## config.mk

```make
export PLATFORM = sky130hd
export DESIGN_NAME = rr_arb4_fsm_flat
export DESIGN_NICKNAME = d
export VERILOG_FILES = /design/src/rtl/rr_arb4_fsm_if.sv /design/src/rtl/rr_arb4_fsm.sv /design/src/flat_wrapper.sv
export SDC_FILE = /design/constraint.sdc
export NUM_CORES = 1
export LEC_CHECK = 0
export CORE_MARGIN = 10
export CORE_UTILIZATION = 48
export CTS_CLUSTER_SIZE = 28
export DETAILED_ROUTE_END_ITERATION = 12
export PLACE_DENSITY_LB_ADDON = 0.1
export SYNTH_ARGS = -nofsm -noshare
export SYNTH_HDL_FRONTEND = slang
export SYNTH_SLANG_ARGS = --single-unit
```

## constraint.sdc

```tcl
create_clock -name clk -period 2.2 [get_ports clk]
set_input_delay 0.44 -clock clk [delete_from_list [all_inputs] [get_ports clk]]
set_output_delay 0.44 -clock clk [all_outputs]
set_load 0.05 [all_outputs]
```

## src/rtl/rr_arb4_fsm_if.sv

```systemverilog
// Request/grant bundle between four clients and the round-robin arbiter.
// master: client side driving req; slave: arbiter side driving grants.
interface rr_arb4_fsm_if;
    logic [3:0] req;
    logic [3:0] grant;
    logic [1:0] gnt_id;
    logic       gnt_valid;
    logic       busy_other;
    logic       preempt;

    modport master (
        output req,
        input  grant,
        input  gnt_id,
        input  gnt_valid,
        input  busy_other,
        input  preempt
    );

    modport slave (
        input  req,
        output grant,
        output gnt_id,
        output gnt_valid,
        output busy_other,
        output preempt
    );
endinterface

```

## src/rtl/rr_arb4_fsm.sv

```systemverilog
// Four-client round-robin arbiter, two-state Moore FSM, registered outputs.
// Define ARB_TIMEOUT_EN to revoke an owner after HOLD_MAX cycles when others wait.
module rr_arb4_fsm #(
    parameter int HOLD_MAX = 15,
    parameter int CNT_W    = 8
) (
    input logic         clk,
    input logic         rst,
    rr_arb4_fsm_if.slave bus
);

    typedef enum logic {
        IDLE,
        GRANT
    } state_t;

    state_t     state_q;
    state_t     state_d;
    logic [1:0] ptr_q;
    logic [1:0] ptr_d;
    logic [1:0] id_q;
    logic [1:0] id_d;
    logic [3:0] grant_q;
    logic [3:0] grant_d;
    logic       busy_q;
    logic       busy_d;

    logic [3:0] req;
    logic [3:0] owner_oh;
    logic [3:0] others;
    logic [3:0] cand;
    logic       take;
    logic       expire;
    logic [1:0] win;

    assign req      = bus.req;
    assign owner_oh = 4'b0001 << id_q;
    assign others   = req & ~owner_oh;

    // First set bit of r scanning upward from p, wrapping 3 -> 0.
    function automatic logic [1:0] pick(
        input logic [3:0] r,
        input logic [1:0] p
    );
        logic [1:0] idx;
        logic [1:0] w;
        logic       hit;
        w   = p;
        hit = 1'b0;
        for (int i = 0; i < 4; i++) begin
            idx = p + 2'(i);
            if (!hit && r[idx]) begin
                w   = idx;
                hit = 1'b1;
            end
        end
        return w;
    endfunction

`ifdef ARB_TIMEOUT_EN
    localparam logic [CNT_W-1:0] CNT_MAX = '1;
    localparam logic [CNT_W-1:0] LIMIT   = CNT_W'(HOLD_MAX - 1);

    logic [CNT_W-1:0] cnt_q;
    logic [CNT_W-1:0] cnt_d;
    logic             pre_q;

    // Saturating compare so a late waiter still triggers revocation.
    assign expire = (state_q == GRANT) && req[id_q]
                  && (|others) && (cnt_q >= LIMIT);
`else
    logic [CNT_W-1:0] cfg_unused;

    assign cfg_unused = CNT_W'(HOLD_MAX);
    assign expire     = 1'b0;
`endif

    always_comb begin
        state_d = state_q;
        ptr_d   = ptr_q;
        id_d    = id_q;
        grant_d = grant_q;
        cand    = 4'b0000;
        take    = 1'b0;
        win     = 2'b00;

        unique case (state_q)
            IDLE: begin
                if (|req) begin
                    cand = req;
                    take = 1'b1;
                end
            end
            GRANT: begin
                if (expire) begin
                    cand = others;
                    take = 1'b1;
                end else if (!req[id_q]) begin
                    if (|others) begin
                        cand = others;
                        take = 1'b1;
                    end else begin
                        state_d = IDLE;
                        grant_d = 4'b0000;
                        id_d    = 2'b00;
                    end
                end
            end
        endcase

        if (take) begin
            win     = pick(cand, ptr_q);
            state_d = GRANT;
            id_d    = win;
            grant_d = 4'b0001 << win;
            ptr_d   = win + 2'd1;
        end

        busy_d = (state_d == GRANT) && (|(req & ~grant_d));
    end

    always_ff @(posedge clk or posedge rst) begin
        if (rst) begin
            state_q <= IDLE;
            ptr_q   <= 2'b00;
            id_q    <= 2'b00;
            grant_q <= 4'b0000;
            busy_q  <= 1'b0;
        end else begin
            state_q <= state_d;
            ptr_q   <= ptr_d;
            id_q    <= id_d;
            grant_q <= grant_d;
            busy_q  <= busy_d;
        end
    end

`ifdef ARB_TIMEOUT_EN
    always_comb begin
        cnt_d = cnt_q;
        if (take || state_d == IDLE) begin
            cnt_d = '0;
        end else if (cnt_q != CNT_MAX) begin
            cnt_d = cnt_q + CNT_W'(1);
        end
    end

    always_ff @(posedge clk or posedge rst) begin
        if (rst) begin
            cnt_q <= '0;
            pre_q <= 1'b0;
        end else begin
            cnt_q <= cnt_d;
            pre_q <= expire;
        end
    end

    assign bus.preempt = pre_q;
`else
    assign bus.preempt = 1'b0;
`endif

    assign bus.grant      = grant_q;
    assign bus.gnt_id     = id_q;
    assign bus.gnt_valid  = |grant_q;
    assign bus.busy_other = busy_q;

endmodule
```

## src/flat_wrapper.sv

```systemverilog
// flat-port wrapper written by rule: the top's interface ports become plain ports
module rr_arb4_fsm_flat 
#(
    parameter int HOLD_MAX = 15,
    parameter int CNT_W    = 8
)
  (clk, rst, bus_req, bus_grant, bus_gnt_id, bus_gnt_valid, bus_busy_other, bus_preempt);
  rr_arb4_fsm_if bus_i ();
  input logic clk;
  input logic rst;
  input wire logic [$bits(bus_i.req)-1:0] bus_req;
  output wire logic [$bits(bus_i.grant)-1:0] bus_grant;
  output wire logic [$bits(bus_i.gnt_id)-1:0] bus_gnt_id;
  output wire logic [$bits(bus_i.gnt_valid)-1:0] bus_gnt_valid;
  output wire logic [$bits(bus_i.busy_other)-1:0] bus_busy_other;
  output wire logic [$bits(bus_i.preempt)-1:0] bus_preempt;
  assign bus_i.req = bus_req;
  assign bus_grant = bus_i.grant;
  assign bus_gnt_id = bus_i.gnt_id;
  assign bus_gnt_valid = bus_i.gnt_valid;
  assign bus_busy_other = bus_i.busy_other;
  assign bus_preempt = bus_i.preempt;
  rr_arb4_fsm #(.HOLD_MAX(HOLD_MAX), .CNT_W(CNT_W)) u_core (.clk(clk), .rst(rst), .bus(bus_i));
endmodule
```

## Word level (Yosys, flattened, before mapping)

Cells that the tools add are included.

- Flip-flop bits (word level): 10
- Latch bits: 0
- Memory bits (writable): 0
- ROM bits: 0
- Bits of input ports: 6
- Output and inout port bits: 9
- Word-level logic and storage cells: 75
- Memories: 0

- Add/subtract/negate cells: 4
- Multipliers: 0
- Divide/modulo/power cells: 0
- $lt $le $gt $ge: 5
- Equality and inequality tests: 2
- Shift operators: 2
- Mux-type cells: 39
- Bitwise gates (word level): 5
- Reduce and logical (&&, ||, !) cells: 13

Operator list:

| kind | count |
|---|---|
| $mux W4 | 7 |
| $mux W1 | 17 |
| $mux W2 | 8 |
| $reduce_or A4 Y1 | 4 |
| $lt A2 B3 Y1 const B | 5 |
| $bmux W1 S2 | 5 |
| $and A4 B4 Y4 | 2 |
| $not A4 Y4 | 2 |
| $pmux W4 S2 | 1 |
| $shl A1 B2 Y4 const A | 2 |
| $add A2 B1 Y2 const B | 2 |
| $add A2 B2 Y2 const B | 2 |
| $logic_and A1 B1 Y1 | 4 |
| $ne A2 B1 Y1 const B | 2 |
| $logic_not A1 Y1 | 3 |
| $reduce_and A3 Y1 | 1 |
| $pmux W1 S2 | 1 |
| $reduce_bool A2 Y1 | 1 |
| $not A1 Y1 | 1 |

## Depth between registers and ports, before layout

- Depth after elaboration: 29
- Depth in mapped cells: 10
- Gate-level depth less buffers: 9

## Worst setup path before layout

OpenSTA, ideal clock, no wires.

- Path kind: register -> register
- Start point: reg u_core.id_q[1] (netlist: u_core.bus.gnt_id[1])
- End point: reg u_core.busy_q (netlist: u_core.bus.busy_other)
- Setup time: 132 ps
- Arrival: 2572 ps
- Setup slack: -504 ps
- Cell stages (with the launch flop): 11
- Buffers on the path: 1
- Clock period less this slack: 2704 ps
- Cells stage by stage: dfrtp_1 buf_2 nor2b_1 a211oi_1 nor3b_2 o21ai_0 a21oi_1 or2_1 ha_1 o22ai_1 or3b_1

- Word-level cells in the longest chain between the ends: 29
- Elaborated cells on any way between the ends: 48

RTL lines:

| element | line | text |
|---|---|---|
| start, declared | rr_arb4_fsm.sv:21 | `logic [1:0] id_q;` |
| start signal, assigned | rr_arb4_fsm.sv:132 | `id_q <= id_d;` |
| $shl A1 B2 Y4 | rr_arb4_fsm.sv:37 | `assign owner_oh = 4'b0001 << id_q;` |
| $not A4 Y4 | rr_arb4_fsm.sv:38 | `assign others = req & ~owner_oh;` |
| $and A4 B4 Y4 | rr_arb4_fsm.sv:38 |  |
| $reduce_or A4 Y1 | rr_arb4_fsm.sv:99 | `if (\|others) begin` |
| $mux W4 | rr_arb4_fsm.sv:99 |  |
| $mux W4 | rr_arb4_fsm.sv:98 | `end else if (!req[id_q]) begin` |
| $pmux W4 S2 | rr_arb4_fsm.sv:87 | `unique case (state_q)` |
| $bmux W1 S2 | rr_arb4_fsm.sv:52 | `if (!hit && r[idx]) begin` |
| (+14 left out) | - |  |
| $mux W2 | rr_arb4_fsm.sv:111 | `if (take) begin` |
| $shl A1 B2 Y4 | rr_arb4_fsm.sv:115 | `grant_d = 4'b0001 << win;` |
| $mux W4 | rr_arb4_fsm.sv:111 |  |
| $not A4 Y4 | rr_arb4_fsm.sv:119 | `busy_d = (state_d == GRANT) && (\|(req & ~grant_d));` |
| $and A4 B4 Y4 | rr_arb4_fsm.sv:119 |  |
| $reduce_or A4 Y1 | rr_arb4_fsm.sv:119 |  |
| $logic_and A1 B1 Y1 (*) | rr_arb4_fsm.sv:119 |  |
| via u_core.busy_d | rr_arb4_fsm.sv:26 | `logic busy_d;` |
| end signal, assigned | rr_arb4_fsm.sv:134 | `busy_q <= busy_d;` |
| end, declared | rr_arb4_fsm.sv:25 | `logic busy_q;` |

Mark *: on every way through the listed nets, which the timed path passes. The rest lies on a longest branch. The select of a mux whose other input is x is not followed.
A chain may end at the register's enable or synchronous reset.

## Final worst setup path

- Start point: reg u_core.id_q[1] (netlist: u_core.bus.gnt_id[1])
- End point: reg u_core.grant_q[0] (netlist: u_core.bus.grant[0])

- Word-level cells in the longest chain between the ends: 25
- Elaborated cells on any way between the ends: 41

RTL lines:

| element | line | text |
|---|---|---|
| $shl A1 B2 Y4 | rr_arb4_fsm.sv:37 |  |
| $not A4 Y4 | rr_arb4_fsm.sv:38 |  |
| $and A4 B4 Y4 | rr_arb4_fsm.sv:38 |  |
| $reduce_or A4 Y1 | rr_arb4_fsm.sv:99 |  |
| $mux W4 | rr_arb4_fsm.sv:99 |  |
| $mux W4 | rr_arb4_fsm.sv:98 |  |
| $pmux W4 S2 | rr_arb4_fsm.sv:87 |  |
| $bmux W1 S2 | rr_arb4_fsm.sv:52 |  |
| (+10 left out) | - |  |
| $mux W1 | rr_arb4_fsm.sv:111 |  |
| $logic_not A1 Y1 | rr_arb4_fsm.sv:52 |  |
| $logic_and A1 B1 Y1 | rr_arb4_fsm.sv:52 |  |
| $mux W2 | rr_arb4_fsm.sv:52 |  |
| $mux W2 | rr_arb4_fsm.sv:111 |  |
| $shl A1 B2 Y4 | rr_arb4_fsm.sv:115 |  |
| $mux W4 (*) | rr_arb4_fsm.sv:111 |  |
| via u_core.grant_d[0] | rr_arb4_fsm.sv:24 | `logic [3:0] grant_d;` |
| end signal, assigned | rr_arb4_fsm.sv:133 | `grant_q <= grant_d;` |
| end, declared | rr_arb4_fsm.sv:23 | `logic [3:0] grant_q;` |

Marked as above.

==> impl_summary.md <==
Clock tree
The total of hold buffers inserted after clock tree synthesis is 0. The total number of H-tree levels is 1. The TritonCTS clock tree is built.

In this run the clock root is driven by a sky130_fd_sc_hd__clkbuf_4. The number of buffers inserted during clock tree synthesis is 3. For this design, the sink count on the clock tree is 10. Clock-pin slew was measured on the worst setup and hold paths at 70 ps.

At the later pin of the worst-skew pair, clock insertion delay measures approximately 270 ps. The clock passes through at most 2 buffers.

Power and ir drop
The maximum VDD drop is around 1.5 mV. In this run the static leakage power is 0.000711 µW. The total power draw is 2980 µW.

In this run the power density over the cells is around 1800 nW/µm².

Die
The core footprint is 1980 µm². The area enclosed by the die boundary is 4360 µm². The starting density of the core is 51.4%. In this run the vertical extent of the chip is 66.1 µm.

The site row count is 16. The width of the die is about 66 µm. 15 I/O pins were placed.

Detailed routing
The average detailed-routed wire length per instance is around 18 µm. The remaining number of nets flagged by the antenna check after routing is 0. The count of unresolved DRC violations after routing is 0. The routed layout has 1,230 vias. The count of TritonRoute iterations in the first routing pass is 4.

The wire length after detailed routing is ~3700 µm. The initial detailed-routing violation count is 108. In the routed layout, each cell is associated on average with a via count of 6.06.

Global routing
The first global-routing pass estimated 5600 µm of wire. For this run the aggregate overflow at the end of global routing stands at 0. The number of antenna violations at the first check in global routing is 0. Global routing used 16.0% of the available tracks. The largest net degree at the start of global routing is 11.

The via count of the first global-routing pass is 1,254.

Logic synthesis
The share of the synthesized area in the top cell type is 24.6%. The synthesized instance count is ~130. The distinct cell type count of the synthesized netlist is 45. By area the synthesized netlist is led by sky130_fd_sc_hd__dfrtp_1 (25%), sky130_fd_sc_hd__a21oi_1 (5.4%), sky130_fd_sc_hd__ha_1 (4.9%). When the netlist entered floorplanning its net count stood at 137.

The multiplexer share of the synthesized area is 7.00%. The cell type contributing the most total cell area after synthesis is sky130_fd_sc_hd__dfrtp_1. The dominant combinational cell family by area after synthesis is compound AO/OA/AOI/OAI gates. The adder and majority cell fraction of the synthesized area is 4.91%. After Yosys synthesis, XOR and XNOR cells account for 0% of the synthesized area. The post-synthesis share of cell area spent on and, or, nand and nor gates is 22.9%. The flip-flop and latch count after synthesis is 10. Yosys printed 0 warnings.

The cell area that synthesis handed to floorplanning was 1020 µm². The part of the Yosys area used for sequential elements is 24.6%. In this run the mean area of a mapped cell was 8.02 µm². The synthesized netlist devotes 33.0% of its cell area to compound gates.

Timing
The worst path uses 114% of the clock period. The routed design could run at a clock period as short as around 2500 ps. Clock skew on the completed layout was measured at between 1 and 1.5 ps.

Setup repair after global routing could not meet its margin everywhere. The relative max-transition margin is between 60% and 70%. Derived from the worst setup path, the maximum achievable clock frequency is just under 400 MHz. For the pin with the worst max-slew slack, the measured transition is just over 500 ps. The minimum setup slack in the final design is -318 ps.

The max-slew violation count came to 0. The post-route worst hold slack is roughly 450 ps. The number of hold violations in the final report was 0. Setup violations remaining at the end of the flow were counted as 7.

Layout
The repair_antennas step left the layout with diodes totalling 0. The fraction of final layout cells with drive strength greater than 1 is 45.5%. The core utilization of the finished layout is 84.2%. The library cells used most frequently in the layout, excluding fill and tap cells, are sky130_fd_sc_hd__buf_4 (32), sky130_fd_sc_hd__nor2_1 (11), sky130_fd_sc_hd__a21oi_1 (10). The number of nets in the layout is 187. The most frequent standard cell in the layout excluding fill and tap cells is sky130_fd_sc_hd__buf_4. The non-filler instance count after layout is 203. The growth of design area from synthesis to finish is 63.9%.

Critical path
The critical path is of the reg -> reg type. The worst setup path is launched from a flop. At the worst endpoint, the required time is 2340 ps.

The worst register-to-register path ends at u_core.bus.grant[0]$_DFF_PP0_. Data arrives at the worst endpoint at 2660 ps. The biggest fanout along the worst timing path is 6.

The worst reg-to-reg path cell count is 9. The setup slack on the worst flop-to-flop path is -320 ps. The worst flop-to-flop path startpoint is u_core.bus.gnt_id[1]$_DFFE_PP0P_. The endpoint kind of the worst setup timing path is a flop.

Place
The port buffer count is 13. The placed wire-length estimate after detailed placement is 2460 µm. Routability-driven placement finished with a final weighted congestion of 0.921.

The number of placed cells counting well taps is roughly 190.

Outcome
The flow ran to the end, but the final reports show violations. The checks that failed: setup timing.

Hold path
The class of the most critical hold timing path is in -> async.

Run
Max-cap violations in this run came to 0.
[per-stage QoR]
step / cell area (µm²) / worst slack, ps / TNS [ps]
2_1_floorplan: 1090 / -276 / -1060
3_3_place_gp: 1410 / -664 / -3970
3_5_place_dp: 1410 / -727 / -4350
4_1_cts: 1590 / -295 / -1390
5_1_grt: 1670 / -452 / -2370
6_report: 1670 / -318 / -1530
[worst max-delay path by stage]
stage	depth (start not counted)	end	from
after floorplan	10	u_core.bus.busy_other$_DFF_PP0_	u_core.bus.gnt_id[0]$_DFFE_PP0P_
after global placement	10	u_core.bus.busy_other$_DFF_PP0_	bus_req[3]
after detailed placement	10	u_core.bus.busy_other$_DFF_PP0_	bus_req[3]
after CTS	9	u_core.bus.busy_other$_DFF_PP0_	u_core.bus.gnt_id[1]$_DFFE_PP0P_
after global routing	9	u_core.bus.grant[0]$_DFF_PP0_	u_core.bus.gnt_id[1]$_DFFE_PP0P_
final	9	u_core.bus.grant[0]$_DFF_PP0_	u_core.bus.gnt_id[1]$_DFFE_PP0P_
[worst max-delay path, stage by stage (launching register included)]
cell and delay [ps]:
sky130_fd_sc_hd__dfrtp_4 520, sky130_fd_sc_hd__mux2_4 330, sky130_fd_sc_hd__a221oi_4 280, sky130_fd_sc_hd__inv_1 90, sky130_fd_sc_hd__a211oi_2 260, sky130_fd_sc_hd__nor2_2 110
sky130_fd_sc_hd__or2_4 270, sky130_fd_sc_hd__ha_4 180, sky130_fd_sc_hd__a221oi_2 260, sky130_fd_sc_hd__a21oi_1 80
[power by group]
part / leakage, µW / internal, µW / total [µW] / switching [µW]
registers: 0.000115 / 276 / 385 / 108
logic: 0.000574 / 1180 / 2430 / 1250
clock network: 0.0000210 / 101 / 169 / 67.9
[synthesized netlist by cell type, drive strengths merged]
library cell / number
nor2b: 1
a22o: 2
o21a: 1
dfrtp: 10
and2b: 1
nor2: 13
conb: 1
nand4: 2
buf: 6
mux2i: 3
nand3: 2
clkbuf: 1
a31oi: 1
nand2b: 3
a21oi: 11
o22ai: 2
o21ai: 9
nand2: 7
a221oi: 4
a211oi: 5
ha: 4
a32o: 1
nand3b: 2
a2bb2oi: 1
mux2: 3
nor4: 1
or3: 1
inv: 10
nor3: 4
and3b: 1
o31ai: 1
a22oi: 2
and2: 2
nor3b: 1
o211ai: 1
a211o: 2
or3b: 1
or2: 2
o221ai: 2
[timing repair]
action	CTS	global route
endpoints found under the setup margin	6	9
pin swaps	13	20
setup buffers	9	4
gates resized for setup	20	16
[layout make-up]
| cell class | count | area (µm²) |
|---|---|---|
| multi-input combinational | 100 | 856 |
| timing repair buffer | 52 | 448 |
| fill | 110 | 313 |
| sequential | 10 | 255 |
| inverter | 10 | 40.0 |
| clock buffer | 4 | 36.3 |
| tap | 27 | 33.8 |
[per-layer routing]
layer | up-vias | wire, µm | global-route usage, % | part of all wire (%)
li1 | 566 | - | - | -
met1 | 604 | 1430 | 16.8 | 39
met2 | 51 | 1920 | 30.3 | 52
met3 | 9 | 240 | 3.56 | 6.5
met4 | 0 | 77 | 5.50 | 2.1
met5 | - | 0 | 0 | 0
[flip-flops by register name, indices dropped and copies added (netlist names)]
register	count
u_core.state_q	1
u_core.bus.busy_other	1
u_core.bus.grant	4
u_core.bus.gnt_id	2
u_core.ptr_q	2
[kinds of logic after synthesis]
family / after synthesis
adders and majority gates: 4
DFF: 10
buffers and inverters: 17
AOI/OAI and AO/OA: 45
muxes: 6
and+or+nand+nor: 44
other: 1
Note: power is estimated with default switching activity, not from simulation.
